### src/rtl/delay_stepper_pkg.sv
// Constants shared by the stepper and the delay control register that feeds it.
package delay_stepper_pkg;
  localparam int                 DELAY_W     = 4;
  localparam logic [DELAY_W-1:0] DELAY_PAUSE = 4'd0;
endpackage

### src/rtl/tick_prescaler.sv
// Base tick generator: free-running 0..TICK_CYCLES-1 counter, tick is combinational.
// No backpressure; en=0 freezes the count, clr zeroes it on the next edge.
module tick_prescaler
  import delay_stepper_pkg::*;
#(
  parameter int TICK_CYCLES = 5_000_000
) (
  input  logic clk,
  input  logic reset_n,
  input  logic en,
  input  logic clr,
  output logic tick
);
  localparam int CW = (TICK_CYCLES > 1) ? $clog2(TICK_CYCLES) : 1;
  localparam logic [CW-1:0] CNT_MAX = CW'(TICK_CYCLES - 1);

  logic [CW-1:0] cnt_q, cnt_d;

  assign tick = en && (cnt_q == CNT_MAX);

  always_comb begin
    cnt_d = cnt_q;
    if (clr) begin
      cnt_d = '0;
    end else if (en) begin
      cnt_d = (cnt_q == CNT_MAX) ? '0 : cnt_q + CW'(1);
    end
  end

  always_ff @(posedge clk or negedge reset_n) begin
    if (!reset_n) begin
      cnt_q <= '0;
    end else begin
      cnt_q <= cnt_d;
    end
  end
endmodule

### src/rtl/delay_stepper.sv
// Periodic one-cycle step strobe plus wrapping position, interval = delay * TICK_CYCLES clocks.
// Step and pos are registered (one edge after the qualifying tick); no backpressure, delay==0 pauses.
module delay_stepper
  import delay_stepper_pkg::*;
#(
  parameter int TICK_CYCLES = 5_000_000,
  parameter int POS_WIDTH   = 3
) (
  input  logic                 clk,
  input  logic                 reset_n,
  input  logic [DELAY_W-1:0]   delay,
  input  logic                 run,
  input  logic                 dir,
  input  logic                 restart,
  output logic                 step,
  output logic [POS_WIDTH-1:0] pos
);
  logic                 tick;
  logic [DELAY_W-1:0]   ivl_q, ivl_d;
  logic [POS_WIDTH-1:0] pos_q, pos_d;
  logic                 step_q, step_d;

  tick_prescaler #(
    .TICK_CYCLES(TICK_CYCLES)
  ) u_prescaler (
    .clk    (clk),
    .reset_n(reset_n),
    .en     (run),
    .clr    (restart),
    .tick   (tick)
  );

  always_comb begin
    ivl_d  = ivl_q;
    pos_d  = pos_q;
    step_d = 1'b0;
    if (restart) begin
      ivl_d = '0;
      pos_d = '0;
    end else if (run && tick) begin
      if (delay == DELAY_PAUSE) begin
        ivl_d = '0;
      // >= rather than == so lowering delay below ivl fires on the next tick
      end else if (ivl_q >= (delay - DELAY_W'(1))) begin
        ivl_d  = '0;
        step_d = 1'b1;
        pos_d  = dir ? (pos_q + POS_WIDTH'(1)) : (pos_q - POS_WIDTH'(1));
      end else begin
        ivl_d = ivl_q + DELAY_W'(1);
      end
    end
  end

  always_ff @(posedge clk or negedge reset_n) begin
    if (!reset_n) begin
      ivl_q  <= '0;
      pos_q  <= '0;
      step_q <= 1'b0;
    end else begin
      ivl_q  <= ivl_d;
      pos_q  <= pos_d;
      step_q <= step_d;
    end
  end

  assign step = step_q;
  assign pos  = pos_q;
endmodule
### config.mk
export PLATFORM = sky130hd
export DESIGN_NAME = delay_stepper
export DESIGN_NICKNAME = d
export VERILOG_FILES = /design/src/rtl/delay_stepper_pkg.sv /design/src/rtl/tick_prescaler.sv /design/src/rtl/delay_stepper.sv
export SDC_FILE = /design/constraint.sdc
export NUM_CORES = 1
export LEC_CHECK = 0
export ABC_AREA = 1
export BUFFER_PORTS_ARGS = -buffer_cell sky130_fd_sc_hd__buf_2
export CORE_MARGIN = 2
export CORE_UTILIZATION = 59
export CTS_CLUSTER_DIAMETER = 40
export DETAILED_ROUTE_END_ITERATION = 8
export GPL_TIMING_DRIVEN = 0
export PLACE_DENSITY = 0.79
export RECOVER_POWER = 50
export SYNTH_ARGS = -nofsm -noshare
export SYNTH_HDL_FRONTEND = slang
export SYNTH_SLANG_ARGS = --single-unit
### constraint.sdc
create_clock -name clk -period 2.1 [get_ports clk]
set_input_delay 0.105 -clock clk [delete_from_list [all_inputs] [get_ports clk]]
set_output_delay 0.105 -clock clk [all_outputs]
set_load 0.005 [all_outputs]
; Word level (Yosys, flattened, before mapping)
; Index checks and enable logic that the tools add are counted.
; Widths: inputs -> output; s select.
[totals]
register_bits = 31
latch_bits = 0
mem_bits_rw = 0
mem_bits_ro = 0
input_bits = 9
output_inout_bits = 4
word_cells = 35
memories = 0
[op_classes]
n_addsub = 5
n_mul = 0
div_mod_pow = 0
order_cmp = 1
eq_ne = 2
n_shift = 0
n_mux = 16
bitwise = 0
n_reduce_logical = 7
[op_table]
columns = operator, count
row1 = $mux 23, 3
row2 = $add 23x1->23 const B, 1
row3 = $eq 23x23->1 const B, 1
row4 = $mux 4, 4
row5 = $mux 3, 5
row6 = $reduce_bool 2->1, 3
row7 = $add 4x1->4 const B, 1
row8 = $ge 4x4->1, 1
row9 = $logic_not 4->1, 1
row10 = $mux 1, 4
row11 = $sub 4x1->4 const B, 1
row12 = $add 3x1->3 const B, 1
row13 = $reduce_and 3->1, 1
row14 = $sub 3x1->3 const B, 1
row15 = $logic_and 1x1->1, 2
row16 = $ne 2x2->1 const B, 1

; Depth between registers and ports, before layout
[logic_depth]
depth_word = 6
mapped_depth = 13
mapped_depth_nobuf = 13

; By module
; From an unflattened synthesis, not the netlist that was laid out.
[hier_totals]
cells_unflattened = 301
hier_area_um2 = 2153.3
[by_module_without_submodules]
columns = module, n_inst, cells_each, area_per_inst_um2, seq_area_each_um2
row1 = tick_prescaler, 1, 216, 1510.2, 575.6
row2 = delay_stepper, 1, 85, 643.1, 200.2

; Least setup slack after synthesis
; No wires, ideal clock.
[synth_path]
kind = reg2reg
startpoint = register u_prescaler.cnt_q[0]
endpoint = register ivl_q[0]
setup_time_ps = 117
t_arrival_ps = 1377
t_required_ps = 1983
path_slack_ps = 606
path_stages_with_launch = 12
n_path_buf = 1
period_less_slack_ps = 1494
cell_sequence = dfrtp_1 > ha_1 > nand3_2 > nor2_4 > inv_2 > nor2_2 > nand2_1 > nand2_2 > nand2_2 > buf_6 > nand2_1 > nand2_1
[synth_between]
elab_chain_cells = 4
[synth_rtl]
columns = element, line
row1 = from (decl), tick_prescaler.sv:17  ; logic [CW-1:0] cnt_q, cnt_d;
row2 = from (signal assigned), tick_prescaler.sv:34  ; cnt_q <= cnt_d;
row3 = $eq 23x23->1, tick_prescaler.sv:19  ; assign tick = en && (cnt_q == CNT_MAX);
row4 = $logic_and 1x1->1, tick_prescaler.sv:19
row5 = $logic_and 1x1->1, delay_stepper.sv:40  ; end else if (run && tick) begin
row6 = $reduce_bool 2->1 (no line), n/a
row7 = to (signal assigned), delay_stepper.sv:60  ; ivl_q <= ivl_d;
row8 = to (decl), delay_stepper.sv:19  ; logic [DELAY_W-1:0] ivl_q, ivl_d;
; No other way between the ends.
; A chain may end at the register's enable or synchronous reset.

; Worst setup path after layout
[layout_path]
startpoint = register u_prescaler.cnt_q[0]
endpoint = register u_prescaler.cnt_q[14]
[layout_between]
elab_chain_cells = 4
word_cells_on_any_way = 5
classes_between = 1 x add/sub / 1 x eq/ne / 3 x mux
[layout_rtl]
columns = element, line
row1 = $add 23x1->23 / $eq 23x23->1 (equally long branches), tick_prescaler.sv:26  ; cnt_d = (cnt_q == CNT_MAX) ? '0 : cnt_q + CW'(1);
row2 = $mux 23 *, tick_prescaler.sv:26
row3 = $mux 23 *, tick_prescaler.sv:25  ; end else if (en) begin
row4 = $mux 23 *, tick_prescaler.sv:23  ; if (clr) begin
; Mark *: on every way between the ends. The rest lies on a longest branch, timed or not. The select of a mux whose other input is x is not followed.

==> out/summary.log <==
INFO  sta            rsz0062_at_grt=false
INFO  cts            ctsLongestPathBuffers=2
INFO  cts            clkSlewWorstSetupHoldPaths=60ps
INFO  grt            grt_antenna_before_repair=0
INFO  grt            grt_first_pass_wirelength=9010µm
INFO  min_path       holdPathStages=2
INFO  drt            via_per_inst=5.46
INFO  drt            drtPass1Iterations=5
INFO  worst_setup_path critical_path.slowest_cell=sky130_fd_sc_hd__dfrtp_1
INFO  synthesis      cells_after_synthesis=331
INFO  die            floorplan_die_area=4310µm²
INFO  final_layout   multi_input_comb_area=1270µm²
INFO  worst_setup_path timing.rr.start=u_prescaler.cnt_q[0]$_DFFE_PN0P_
INFO  sta            slew_viol_final=0
INFO  die            initial_utilization=61.3%
INFO  min_path       worst_hold_end=step$_DFF_PN0_
INFO  worst_setup_path arrival=1950ps
INFO  die            fp.dieW=65.7µm
INFO  worst_setup_path endpoint_kind=register
INFO  power          cell_leakage_power=1.17nW
INFO  die            fp.dieH=65.7µm
INFO  sta            post_route_clock_period_utilization=84.9%
INFO  grt            maximum_number_of_pins_on_one_net_before_global_route_repair=32
INFO  cts            ctsResizeCount=0
INFO  synthesis      seq_area_frac_synth=34.6%
INFO  synthesis      xor_xnor_share_of_the_synthesized_area=4.29%
INFO  placement      dpl.hpwl=3940µm
INFO  cts            post_cts_hold_buffer_count=1
INFO  worst_setup_path delay_of_the_slowest_cell_on_the_worst_path=430ps
INFO  cts            root_buffer=sky130_fd_sc_hd__clkbuf_8
INFO  job            drv_cap=0
INFO  synthesis      synthAdderAreaFrac=4.79%
INFO  die            core.rowCount=22
INFO  worst_setup_path critical_path.max_fanout=7
INFO  final_layout   stdcell_area=2450µm²
INFO  worst_setup_path worstPathBufferInverterCount=2
INFO  power          ir_worst_vdd=0.390mV
INFO  synthesis      synth_simple_gate_area_share=43.8%
INFO  sta            finalCriticalPeriod=1780ps
INFO  die            ios=13
INFO  drt            antenna_violating_nets_post_route=0
INFO  synthesis      synth.cell_area=2240µm²
INFO  drt            met1_length=2420µm
INFO  drt            highest_layer=met4
INFO  placement      place_ws=322ps
INFO  synthesis      yosys_register_bits=31
INFO  synthesis      synth_compound_area_share=3.79%
INFO  placement      gp_congestion=0.991
INFO  final_layout   area_delta_synth_final=9.09%
INFO  cts            clk-insertion-delay-late=280ps
INFO  drt            detail_route.iter0.violations=168
INFO  final_layout   layout.cells.most_common_list=sky130_fd_sc_hd__nand2_1, sky130_fd_sc_hd__nor2_1, sky130_fd_sc_hd__inv_1
INFO  min_path       holdCritPathClass=in2reg
INFO  cts            tritoncts=built
INFO  sta            worst_pin_slew=754ps
INFO  placement      dpl-instance-area=2360µm²
INFO  synthesis      synth.avg_cell_area=6.78µm²
INFO  worst_setup_path worst_path_dominant_cell_family=simple AND/OR/NAND/NOR gates
INFO  final_layout   insertedDiodeCount=0
INFO  worst_setup_path crit_path_cell_trace=ha_1, nand3_2, nor2_4, inv_2, nor2_2, nand2_1, nand2_2, nand2_2, inv_1, nor2_1
INFO  final_layout   layout.cells.most_common=sky130_fd_sc_hd__nand2_1
INFO  cts            cts_buffers=5
INFO  final_layout   number_of_filler_cells_placed_in_the_layout=339
INFO  placement      portBuffers=11
INFO  sta            finalClockSkew=3.90ps
INFO  drt            via_count=2178
INFO  final_layout   seq_area=776µm²
INFO  worst_setup_path worst-r2r-setup-slack=320ps
INFO  sta            fmax=561MHz
INFO  worst_setup_path r2r-end=u_prescaler.cnt_q[14]$_DFFE_PN0P_
INFO  final_layout   finalNetCount=367
INFO  status         outcome=finished, final reports clean
INFO  sta            finalWorstSetupSlack=317ps
INFO  drt            detail_route.wirelength=5160µm
INFO  grt            grt_usage=27.3%
INFO  cts            number_of_levels_the_h_tree_was_split_into=2
INFO  sta            fin_tns_setup=0ps
INFO  worst_setup_path reg2regPathDepth=10
INFO  grt            grt.overflow.total=0
INFO  worst_setup_path most_common_cell_type_on_the_critical_path=sky130_fd_sc_hd__nand2_2
INFO  sta            slew_headroom=49.7%
INFO  synthesis      ys_warn_count=0
INFO  final_layout   post_route_cells_drive_above_1_share=10.8%
INFO  drt            post-route-drc-count=0
INFO  min_path       min_from=restart
INFO  power          power_density=473nW/µm²
INFO  grt            number_of_global_route_vias_before_repair=1970
INFO  worst_setup_path timing.setup.critical_path_class=reg2reg
INFO  synthesis      yosysUniqueCellTypes=30
INFO  cts            post-cts-setup-buffer-count=0
INFO  sta            report.final.setup_viol=0
INFO  cts            cts_sink_cnt=31
INFO  die            fp.coreArea=3660µm²
INFO  drt            wl_met2=2360µm
INFO  drt            routed_wire_length_per_instance=12.9µm
INFO  power          p_total=1.16mW
INFO  synthesis      post_synth_mux_area_share=0%
INFO  synthesis      synth_top_family_by_area=simple AND/OR/NAND/NOR gates
INFO  sta            final-hold-violation-count=0
INFO  worst_setup_path crit_required=2260ps
INFO  drt            met3RoutedLength=296µm
INFO  worst_setup_path critPathLaunchType=register
INFO  synthesis      postSynthNetCount=348
==> flip-flops by register name (all words and copies together) (netlist names) <==
| name | cells |
|---|---|
| pos | 3 |
| ivl_q | 4 |
| step | 1 |
| u_prescaler.cnt_q | 23 |
==> through the flow <==
stage	util (%)	hold slack (ps)	std cells
finish	66.9	39.0	399
global route	66.9	38.0	399
CTS	67.0	34.9	399
detailed placement	64.5	185	390
global placement	64.5	181	390
floorplan	-	-191	331
==> how the worst max path moves through the flow <==
stage / cells past startpoint / slack (ps) / endpoint / startpoint
2_1_floorplan: 11 / 610 / ivl_q[0]$_DFFE_PN0P_ / u_prescaler.cnt_q[0]$_DFFE_PN0P_
4_1_cts: 10 / 300 / u_prescaler.cnt_q[14]$_DFFE_PN0P_ / u_prescaler.cnt_q[0]$_DFFE_PN0P_
5_1_grt: 10 / 120 / u_prescaler.cnt_q[21]$_DFFE_PN0P_ / u_prescaler.cnt_q[0]$_DFFE_PN0P_
6_report: 10 / 320 / u_prescaler.cnt_q[14]$_DFFE_PN0P_ / u_prescaler.cnt_q[0]$_DFFE_PN0P_
3_5_place_dp: 13 / 320 / pos[1]$_DFFE_PN0P_ / delay[2]
3_3_place_gp: 14 / 340 / pos[1]$_DFFE_PN0P_ / delay[0]
==> layer usage <==
metal,track usage [%],vias up
met3,5.14,8
li1,-,1095
met2,43.1,69
met4,7.81,0
met1,38.2,1006
met5,0,-
==> synth_stat cells (all sizes together) <==
library cell	n	area, µm²
a21oi	1	5.00
a31oi	2	12.5
buf	4	28.8
clkbuf	1	3.75
clkinv	1	3.75
dfrtp	31	776
fa	1	20.0
ha	7	87.6
inv	43	161
nand2	89	344
nand3	34	180
nand3b	1	7.51
nand4	17	106
nor2	65	289
nor3	7	35.0
nor3b	1	7.51
o21a	1	7.51
o21ai	12	60.1
or2	2	12.5
xnor2	6	52.6
xor2	5	43.8
==> kinds of logic (layout without fill, tap and decap cells) <==
| kind of cell | count (synthesis) | in the layout |
|---|---|---|
| AOI/OAI and AO/OA | 16 | 16 |
| adders and majority gates | 8 | 8 |
| and+or+nand+nor | 216 | 216 |
| buffers and inverters | 49 | 69 |
| xor gates and xnor gates | 11 | 11 |
| DFF | 31 | 31 |
==> power breakdown <==
| group | total, mW | leakage (nW) | internal, mW | switching (mW) |
|---|---|---|---|---|
| combinational | 0.104 | 0.701 | 0.0348 | 0.0691 |
| sequential | 0.615 | 0.431 | 0.605 | 0.0104 |
| clock | 0.440 | 0.0422 | 0.232 | 0.208 |
| total | 1.16 | 1.17 | 0.871 | 0.287 |
==> cell type report <==
type / count / area share [%]
clock inverter: 1 / 0.204
multi-input combinational: 251 / 51.9
sequential: 31 / 31.7
clock buffer: 7 / 3.12
inverter: 44 / 6.74
tap: 48 / 2.45
timing repair buffer: 12 / 2.55
buffer: 5 / 1.33
(Power assumes the default switching activity.)
